===== config.mk =====
export PLATFORM = sky130hd
export DESIGN_NAME = mem_access_unit_flat
export DESIGN_NICKNAME = d
export VERILOG_FILES = /design/src/rtl/mem_access_unit_pkg.sv /design/src/rtl/mem_access_unit_if.sv /design/src/rtl/mem_align_chk.sv /design/src/rtl/mem_access_unit.sv /design/src/flat_wrapper.sv
export SDC_FILE = /design/constraint.sdc
export NUM_CORES = 1
export LEC_CHECK = 0
export BUFFER_PORTS_ARGS = -buffer_cell sky130_fd_sc_hd__buf_4
export CAP_MARGIN = 10
export CORE_UTILIZATION = 42
export DETAILED_ROUTE_END_ITERATION = 7
export GPL_TIMING_DRIVEN = 0
export MAX_ROUTING_LAYER = met4
export PLACE_DENSITY = 0.76
export SYNTH_ARGS = -nofsm -noshare
export SYNTH_HDL_FRONTEND = slang
export SYNTH_SLANG_ARGS = --single-unit

===== constraint.sdc =====
create_clock -name clk -period 2.1 [get_ports clk]
set_input_delay 0.21 -clock clk [delete_from_list [all_inputs] [get_ports clk]]
set_output_delay 0.21 -clock clk [all_outputs]
set_load 0.02 [all_outputs]

===== src/rtl/mem_access_unit_pkg.sv =====
// Shared definitions for the memory access unit: ALU-control op codes, FSM states, bus size codes.
// ST_DRAIN exists only when MEMACC_FLUSH_CANCEL_EN is defined.
package mem_access_unit_pkg;

   localparam logic [7:0] EXE_NOP_OP = 8'b0000_0000;
   localparam logic [7:0] EXE_ADD_OP = 8'b0010_0000;
   localparam logic [7:0] EXE_LB_OP  = 8'b1110_0000;
   localparam logic [7:0] EXE_LH_OP  = 8'b1110_0001;
   localparam logic [7:0] EXE_LW_OP  = 8'b1110_0011;
   localparam logic [7:0] EXE_LBU_OP = 8'b1110_0100;
   localparam logic [7:0] EXE_LHU_OP = 8'b1110_0101;
   localparam logic [7:0] EXE_SB_OP  = 8'b1110_1000;
   localparam logic [7:0] EXE_SH_OP  = 8'b1110_1001;
   localparam logic [7:0] EXE_SW_OP  = 8'b1110_1011;

   localparam logic [1:0] SIZE_BYTE = 2'd0;
   localparam logic [1:0] SIZE_HALF = 2'd1;
   localparam logic [1:0] SIZE_WORD = 2'd2;

   typedef enum logic [2:0] {
      ST_IDLE  = 3'd0,
      ST_REQ   = 3'd1,
      ST_WAIT  = 3'd2,
      ST_DONE  = 3'd3
`ifdef MEMACC_FLUSH_CANCEL_EN
      ,
      ST_DRAIN = 3'd4
`endif
   } mau_state_e;

   // Sub-word stores place the datum on every lane so the bridge can use byte enables only.
   function automatic logic [31:0] replicate_wdata(input logic [1:0] size, input logic [31:0] wd);
      case (size)
         SIZE_BYTE: return {4{wd[7:0]}};
         SIZE_HALF: return {2{wd[15:0]}};
         default:   return wd;
      endcase
   endfunction

endpackage


===== src/rtl/mem_access_unit_if.sv =====
// SRAM-like data bus between the memory access unit (master) and the data bus bridge (slave).
interface mem_access_unit_if #(
   parameter int ADDR_W = 32
) ();
   logic              data_req;
   logic              data_wr;
   logic [1:0]        data_size;
   logic [ADDR_W-1:0] data_addr;
   logic [31:0]       data_wdata;
   logic              data_addr_ok;
   logic              data_data_ok;
   logic [31:0]       data_rdata;

   modport master (
      output data_req, data_wr, data_size, data_addr, data_wdata,
      input  data_addr_ok, data_data_ok, data_rdata
   );

   modport slave (
      input  data_req, data_wr, data_size, data_addr, data_wdata,
      output data_addr_ok, data_data_ok, data_rdata
   );
endinterface


===== src/rtl/mem_align_chk.sv =====
// Combinational op/address decoder: memory-op class, access size, AdEL/AdES and the bad address.
module mem_align_chk
   import mem_access_unit_pkg::*;
#(
   parameter int ADDR_W = 32,
   parameter int OP_W   = 8
) (
   input  logic              check_en,
   input  logic [OP_W-1:0]   op,
   input  logic [ADDR_W-1:0] addr,
   input  logic [ADDR_W-1:0] pc,
   output logic              is_mem,
   output logic              is_load,
   output logic              is_signed,
   output logic [1:0]        size,
   output logic              adel,
   output logic              ades,
   output logic [ADDR_W-1:0] bad_addr
);

   logic misaligned;

   always_comb begin
      is_mem    = 1'b1;
      is_load   = 1'b0;
      is_signed = 1'b0;
      size      = SIZE_BYTE;
      case (op)
         OP_W'(EXE_LB_OP):  begin is_load = 1'b1; is_signed = 1'b1; size = SIZE_BYTE; end
         OP_W'(EXE_LBU_OP): begin is_load = 1'b1; size = SIZE_BYTE; end
         OP_W'(EXE_LH_OP):  begin is_load = 1'b1; is_signed = 1'b1; size = SIZE_HALF; end
         OP_W'(EXE_LHU_OP): begin is_load = 1'b1; size = SIZE_HALF; end
         OP_W'(EXE_LW_OP):  begin is_load = 1'b1; size = SIZE_WORD; end
         OP_W'(EXE_SB_OP):  size = SIZE_BYTE;
         OP_W'(EXE_SH_OP):  size = SIZE_HALF;
         OP_W'(EXE_SW_OP):  size = SIZE_WORD;
         default:           is_mem = 1'b0;
      endcase
   end

   assign misaligned = ((size == SIZE_HALF) && addr[0]) ||
                       ((size == SIZE_WORD) && (addr[1:0] != 2'b00));

   assign adel     = check_en && is_mem && is_load && misaligned;
   assign ades     = check_en && is_mem && !is_load && misaligned;
   assign bad_addr = (adel || ades) ? addr : pc;

endmodule


===== src/rtl/mem_access_unit.sv =====
// M-stage data access unit: alignment exceptions, bus handshake, pipeline stall and load extraction.
// MEMACC_FLUSH_CANCEL_EN lets a flush abandon or drain an in-flight access.
//   state    | meaning
//   IDLE     | no access in flight; accepts an aligned memory op
//   REQ      | data_req high until addr_ok
//   WAIT     | address taken, waiting for data_ok
//   DONE     | rdata_valid_o pulse, no acceptance
//   DRAIN    | flushed access, swallow data_ok (flush-cancel build only)
module mem_access_unit
   import mem_access_unit_pkg::*;
#(
   parameter int ADDR_W = 32,
   parameter int OP_W   = 8
) (
   input  logic              clk,
   input  logic              resetn,
   input  logic              valid_i,
   input  logic [OP_W-1:0]   op_i,
   input  logic [ADDR_W-1:0] addr_i,
   input  logic [31:0]       wdata_i,
   input  logic [ADDR_W-1:0] pc_i,
   input  logic              flush_i,
   output logic              stall_o,
   output logic              adel_o,
   output logic              ades_o,
   output logic [ADDR_W-1:0] bad_addr_o,
   output logic [31:0]       rdata_o,
   output logic              rdata_valid_o,
   mem_access_unit_if.master bus
);

   mau_state_e        state_q;
   logic              req_q, wr_q, is_load_q, signed_q;
   logic [1:0]        size_q;
   logic [ADDR_W-1:0] addr_q;
   logic [31:0]       wdata_q;

   logic              chk_en, chk_mem, chk_load, chk_signed, chk_adel, chk_ades;
   logic [1:0]        chk_size;
   logic              accept, complete, flush_cancel, drain_stall;
   logic [7:0]        ld_byte;
   logic [15:0]       ld_half;
   logic [31:0]       ld_data;
   mau_state_e        drain_st;

   assign chk_en = (state_q == ST_IDLE) && valid_i;

   mem_align_chk #(.ADDR_W(ADDR_W), .OP_W(OP_W)) u_align_chk (
      .check_en  (chk_en),
      .op        (op_i),
      .addr      (addr_i),
      .pc        (pc_i),
      .is_mem    (chk_mem),
      .is_load   (chk_load),
      .is_signed (chk_signed),
      .size      (chk_size),
      .adel      (chk_adel),
      .ades      (chk_ades),
      .bad_addr  (bad_addr_o)
   );

`ifdef MEMACC_FLUSH_CANCEL_EN
   assign flush_cancel = flush_i;
   assign drain_st     = ST_DRAIN;
   assign drain_stall  = (state_q == ST_DRAIN) && valid_i;
`else
   assign flush_cancel = 1'b0;
   assign drain_st     = ST_IDLE;
   assign drain_stall  = 1'b0;
`endif

   assign adel_o  = chk_adel;
   assign ades_o  = chk_ades;
   assign accept  = chk_en && chk_mem && !chk_adel && !chk_ades && !flush_i;
   assign stall_o = accept || (state_q == ST_REQ) || (state_q == ST_WAIT) || drain_stall;

   // A flushed access that still sees its data_ok must not report a result.
   assign complete = !flush_cancel && bus.data_data_ok &&
                     (((state_q == ST_REQ) && bus.data_addr_ok) || (state_q == ST_WAIT));

   always_comb begin
      case (addr_q[1:0])
         2'd0:    ld_byte = bus.data_rdata[7:0];
         2'd1:    ld_byte = bus.data_rdata[15:8];
         2'd2:    ld_byte = bus.data_rdata[23:16];
         default: ld_byte = bus.data_rdata[31:24];
      endcase
      ld_half = addr_q[1] ? bus.data_rdata[31:16] : bus.data_rdata[15:0];
      case (size_q)
         SIZE_BYTE: ld_data = {{24{signed_q & ld_byte[7]}}, ld_byte};
         SIZE_HALF: ld_data = {{16{signed_q & ld_half[15]}}, ld_half};
         default:   ld_data = bus.data_rdata;
      endcase
   end

   always_ff @(posedge clk or negedge resetn) begin
      if (!resetn) begin
         state_q       <= ST_IDLE;
         req_q         <= 1'b0;
         wr_q          <= 1'b0;
         size_q        <= SIZE_BYTE;
         addr_q        <= '0;
         wdata_q       <= '0;
         is_load_q     <= 1'b0;
         signed_q      <= 1'b0;
         rdata_o       <= '0;
         rdata_valid_o <= 1'b0;
      end else begin
         rdata_valid_o <= complete;
         if (complete && is_load_q) begin
            rdata_o <= ld_data;
         end
         case (state_q)
            ST_IDLE: begin
               if (accept) begin
                  state_q   <= ST_REQ;
                  req_q     <= 1'b1;
                  wr_q      <= !chk_load;
                  size_q    <= chk_size;
                  addr_q    <= addr_i;
                  wdata_q   <= replicate_wdata(chk_size, wdata_i);
                  is_load_q <= chk_load;
                  signed_q  <= chk_signed;
               end
            end
            ST_REQ: begin
               if (bus.data_addr_ok) begin
                  req_q <= 1'b0;
                  if (bus.data_data_ok) begin
                     state_q <= flush_cancel ? ST_IDLE : ST_DONE;
                  end else begin
                     state_q <= flush_cancel ? drain_st : ST_WAIT;
                  end
               end else if (flush_cancel) begin
                  req_q   <= 1'b0;
                  state_q <= ST_IDLE;
               end
            end
            ST_WAIT: begin
               if (bus.data_data_ok) begin
                  state_q <= flush_cancel ? ST_IDLE : ST_DONE;
               end else if (flush_cancel) begin
                  state_q <= drain_st;
               end
            end
            ST_DONE: state_q <= ST_IDLE;
`ifdef MEMACC_FLUSH_CANCEL_EN
            ST_DRAIN: begin
               if (bus.data_data_ok) begin
                  state_q <= ST_IDLE;
               end
            end
`endif
            default: state_q <= ST_IDLE;
         endcase
      end
   end

   assign bus.data_req   = req_q;
   assign bus.data_wr    = wr_q;
   assign bus.data_size  = size_q;
   assign bus.data_addr  = addr_q;
   assign bus.data_wdata = wdata_q;

endmodule


===== src/flat_wrapper.sv =====
// flat-port wrapper written by rule: the top's interface ports become plain ports
module mem_access_unit_flat import mem_access_unit_pkg::*;
#(
   parameter int ADDR_W = 32,
   parameter int OP_W   = 8
)
  (clk, resetn, valid_i, op_i, addr_i, wdata_i, pc_i, flush_i, stall_o, adel_o, ades_o, bad_addr_o, rdata_o, rdata_valid_o, bus_data_req, bus_data_wr, bus_data_size, bus_data_addr, bus_data_wdata, bus_data_addr_ok, bus_data_data_ok, bus_data_rdata);
  mem_access_unit_if #(.ADDR_W(ADDR_W)) bus_i ();
  input  logic clk;
  input  logic resetn;
  input  logic valid_i;
  input  logic [OP_W-1:0] op_i;
  input  logic [ADDR_W-1:0] addr_i;
  input  logic [31:0] wdata_i;
  input  logic [ADDR_W-1:0] pc_i;
  input  logic flush_i;
  output logic stall_o;
  output logic adel_o;
  output logic ades_o;
  output logic [ADDR_W-1:0] bad_addr_o;
  output logic [31:0] rdata_o;
  output logic rdata_valid_o;
  output wire logic [$bits(bus_i.data_req)-1:0] bus_data_req;
  output wire logic [$bits(bus_i.data_wr)-1:0] bus_data_wr;
  output wire logic [$bits(bus_i.data_size)-1:0] bus_data_size;
  output wire logic [$bits(bus_i.data_addr)-1:0] bus_data_addr;
  output wire logic [$bits(bus_i.data_wdata)-1:0] bus_data_wdata;
  input wire logic [$bits(bus_i.data_addr_ok)-1:0] bus_data_addr_ok;
  input wire logic [$bits(bus_i.data_data_ok)-1:0] bus_data_data_ok;
  input wire logic [$bits(bus_i.data_rdata)-1:0] bus_data_rdata;
  assign bus_data_req = bus_i.data_req;
  assign bus_data_wr = bus_i.data_wr;
  assign bus_data_size = bus_i.data_size;
  assign bus_data_addr = bus_i.data_addr;
  assign bus_data_wdata = bus_i.data_wdata;
  assign bus_i.data_addr_ok = bus_data_addr_ok;
  assign bus_i.data_data_ok = bus_data_data_ok;
  assign bus_i.data_rdata = bus_data_rdata;
  mem_access_unit #(.ADDR_W(ADDR_W), .OP_W(OP_W)) u_core (.clk(clk), .resetn(resetn), .valid_i(valid_i), .op_i(op_i), .addr_i(addr_i), .wdata_i(wdata_i), .pc_i(pc_i), .flush_i(flush_i), .stall_o(stall_o), .adel_o(adel_o), .ades_o(ades_o), .bad_addr_o(bad_addr_o), .rdata_o(rdata_o), .rdata_valid_o(rdata_valid_o), .bus(bus_i));
endmodule

==> out/metrics.yaml <==
grt:
  grt_first_pass_wirelength_mm: 29.4
  antenna_found_initial: 0
  overflow: 0
  grt_max_degree: 70
  grt_pass1_vias: 5429
  grt_use_total_pct: 27.8
drt:
  drt-initial-drc-count: 361
  finalWirelength_mm: 19.8
  dr.pass1.iters: 5
  vias: 5504
  drt-met1-wl_mm: 8.01
  routedWlPerCell_um: 19.5
  wl_met3_mm: 1.11
  highest_layer: "met4"
  wl_met2_mm: 10.1
  viasPerCell: 5.41
  ant_nets: 0
  drc: 0
critical_path:
  end_kind: "output pin"
  start_kind: "flop"
  crit_chain: "inv_2, ha_4, and3_4, nand4_4, buf_8, mux2_4, buf_6"
  path_class: "flop to output pin"
  crit_slowest_cell: "dfrtp_1"
  path_buf_inv: 3
  worst-endpoint-arrival_ns: 2.08
  cp_top_family: "buffers and inverters"
  critPathMaxFanout: 8
  worst_ep_required_time_ns: 1.89
  critPathMaxStageDelay_ns: 0.40
place:
  dp_slack_ns: -0.211
  dp_hpwl_mm: 14.4
  gp_congestion: 0.945
  io_buffers: 275
die:
  fp.dieH_um: 118
  die_area_um2: 13900
  core.rowCount: 41
  initial_core_util_pct: 43.9
  die_x_um: 118
  ios: 278
  core-area_um2: 12800
clocking:
  cts_made_buffers: 9
  cts-root-buf: "clkbuf_16"
  htreeDepth: 3
  clk_path_buf_depth: 2
  cts_tree: "done"
  path_clk_slew_ns: 0.07
  clock_latency_ns: 0.35
  clock-sinks: 105
yosys:
  synth_seq_cells: 105
  synth-main-ff-cell: "dfrtp_1"
  synth.avg_cell_area_um2: 10.6
  ys_seq_area_share_pct: 46.7
  syn_inst: 531
  yosysWarnings: 0
  synth-edff-count: 0
  synthArstFlopShare_pct: 100
  synthesis.nets: 677
  syn_area_um2: 5630
  yosys.cell_types.count: 51
sta:
  layout_setup_ws_ns: -0.194
  rsz0062_at_grt: "yes"
  finalCritPeriodShare_pct: 109
  worst_pin_slew_ns: 0.661
  final.min_clock_period_ns: 2.29
  max_freq_mhz: 436
  tns_ns: -5.51
  finalSetupViolations: 38
  maxSlewViolCount: 0
  slew-limit-headroom_pct: 55.7
  hold_viol_final: 0
  fin_worst_skew_ns: 0.00480
status:
  violations: "setup timing"
  status: "finished with violations"
pwr:
  peakVddDrop_mv: 0.416
  p_per_area_nw_per_um2: 710
  leakage_nw: 4.53
final_layout:
  nets: 987
  n_fill_cell: 971
  layout_commonest_cell: "buf_4"
  diodes: 0
  drive_gt1_share_pct: 53.8
  layout_common_cells: "buf_4, dfrtp_1, nand2_1"
  area_growth_pct: 59.8
job:
  max_cap_violations: 0
worst_hold_path:
  hold_class: "input pin to flop"
## worst register-to-register path: cells and delay by family (launching register included)
family                     cells  cell delay, ns
adders and majority gates      1            0.15
buffers and inverters          5            0.66
AOI/OAI and AO/OA              2            0.33
and+or+nand+nor                1            0.19
muxes                          1            0.30
DFF                            1            0.40
## area by class of cell
| cell class | instances | area [µm²] | share of cell area, % |
|---|---|---|---|
| Clock inverter | 2 | 12.5 | 0.139 |
| Buffer | 36 | 320 | 3.56 |
| Inverter | 17 | 63.8 | 0.710 |
| Tap cell | 172 | 215 | 2.39 |
| Multi-Input combinational cell | 372 | 2920 | 32.4 |
| Timing Repair Buffer | 300 | 2570 | 28.5 |
| Sequential cell | 105 | 2630 | 29.2 |
| Clock buffer | 13 | 270 | 3.01 |
## where the power goes
part	switching (mW)	leakage, nW	internal [mW]
logic	1.18	2.96	1.11
registers	0.177	1.44	2.28
clock network	0.745	0.138	0.895
total	2.10	4.53	4.28
## through the flow
| step | power, mW | util (%) | cell area [µm²] | cells | hold WS (ns) |
|---|---|---|---|---|---|
| 6_report | 6.39 | 70.1 | 8990 | 1017 | 0.0998 |
| 2_1_floorplan | 3.50 | - | 5630 | 531 | -0.0856 |
| 4_1_cts | 6.25 | 65.6 | 8410 | 1005 | 0.0915 |
| 3_5_place_dp | 4.47 | 61.9 | 7940 | 979 | 0.210 |
| 5_1_grt | 6.66 | 70.1 | 8990 | 1017 | 0.0888 |
| 3_3_place_gp | 4.39 | 61.7 | 7910 | 978 | 0.451 |
## synth_stat cells, drive strengths merged, types with 7 or more instances
cell type  count  area [µm²]
nor3          11        65.1
a31oi          7        43.8
nand2         50         188
a21oi         45         297
mux2i         19         190
dfrtp        105        2630
o22ai          7        43.8
a22o           8        70.1
mux2          74         833
clkbuf        15        57.6
a22oi         15         113
buf           22         198
nand3         36         185
inv           17        63.8
o21ai         18         101
nor2          44         173
## state kept, by name (all words and copies together), names as in the netlist
signal                 count
u_core.bus.data_addr      32
u_core.bus.data_req        1
u_core.bus.data_size       2
u_core.bus.data_wdata     32
u_core.bus.data_wr         1
u_core.is_load_q           1
u_core.rdata_o            32
u_core.rdata_valid_o       1
u_core.signed_q            1
u_core.state_q             2
## final timing paths
path / startpoint / endpoint / slack, ns / cells after the start
max reg2reg: u_core.state_q[0] / u_core.bus.data_addr[3] / -0.02 / 10
max in group asynchronous: resetn / u_core.bus.data_addr[26] / 1.03 / 3
min reg2reg: u_core.rdata_o[4] / u_core.rdata_o[4] / 0.49 / 2
min: addr_i[17] / u_core.bus.data_addr[17] / 0.1 / 2
max: u_core.state_q[0] / bad_addr_o[27] / -0.19 / 7
min in group asynchronous: resetn / u_core.bus.data_wdata[19] / 0.37 / 2
## routing by layer
| metal | vias up | GRT usage [%] |
|---|---|---|
| li1 | 2518 | - |
| met1 | 2683 | 33.5 |
| met2 | 259 | 46.7 |
| met3 | 44 | 4.26 |
| met4 | 0 | 11.2 |
| met5 | - | - |
## cells by family (layout without fill, tap and decap cells)
| group | after synthesis | count (layout) | synth area share, % |
|---|---|---|---|
| AOI/OAI and AO/OA | 113 | 113 | 14.5 |
| and+or+nand+nor | 161 | 161 | 13.7 |
| muxes | 94 | 94 | 18.6 |
| adders and majority gates | 4 | 4 | 0.889 |
| DFF | 105 | 105 | 46.7 |
| buffers and inverters | 54 | 368 | 5.67 |
## repair_timing
| action | CTS | global route |
|---|---|---|
| hold endpoints to repair | 36 | 0 |
| hold buffers | 1 | 0 |
| pin swaps | 2 | 3 |
| gates cloned | 1 | 8 |
| resized for setup | 31 | 99 |
| setup buffers | 9 | 5 |
| setup endpoints to repair | 122 | 109 |
Power figures use the tool's default switching activity.
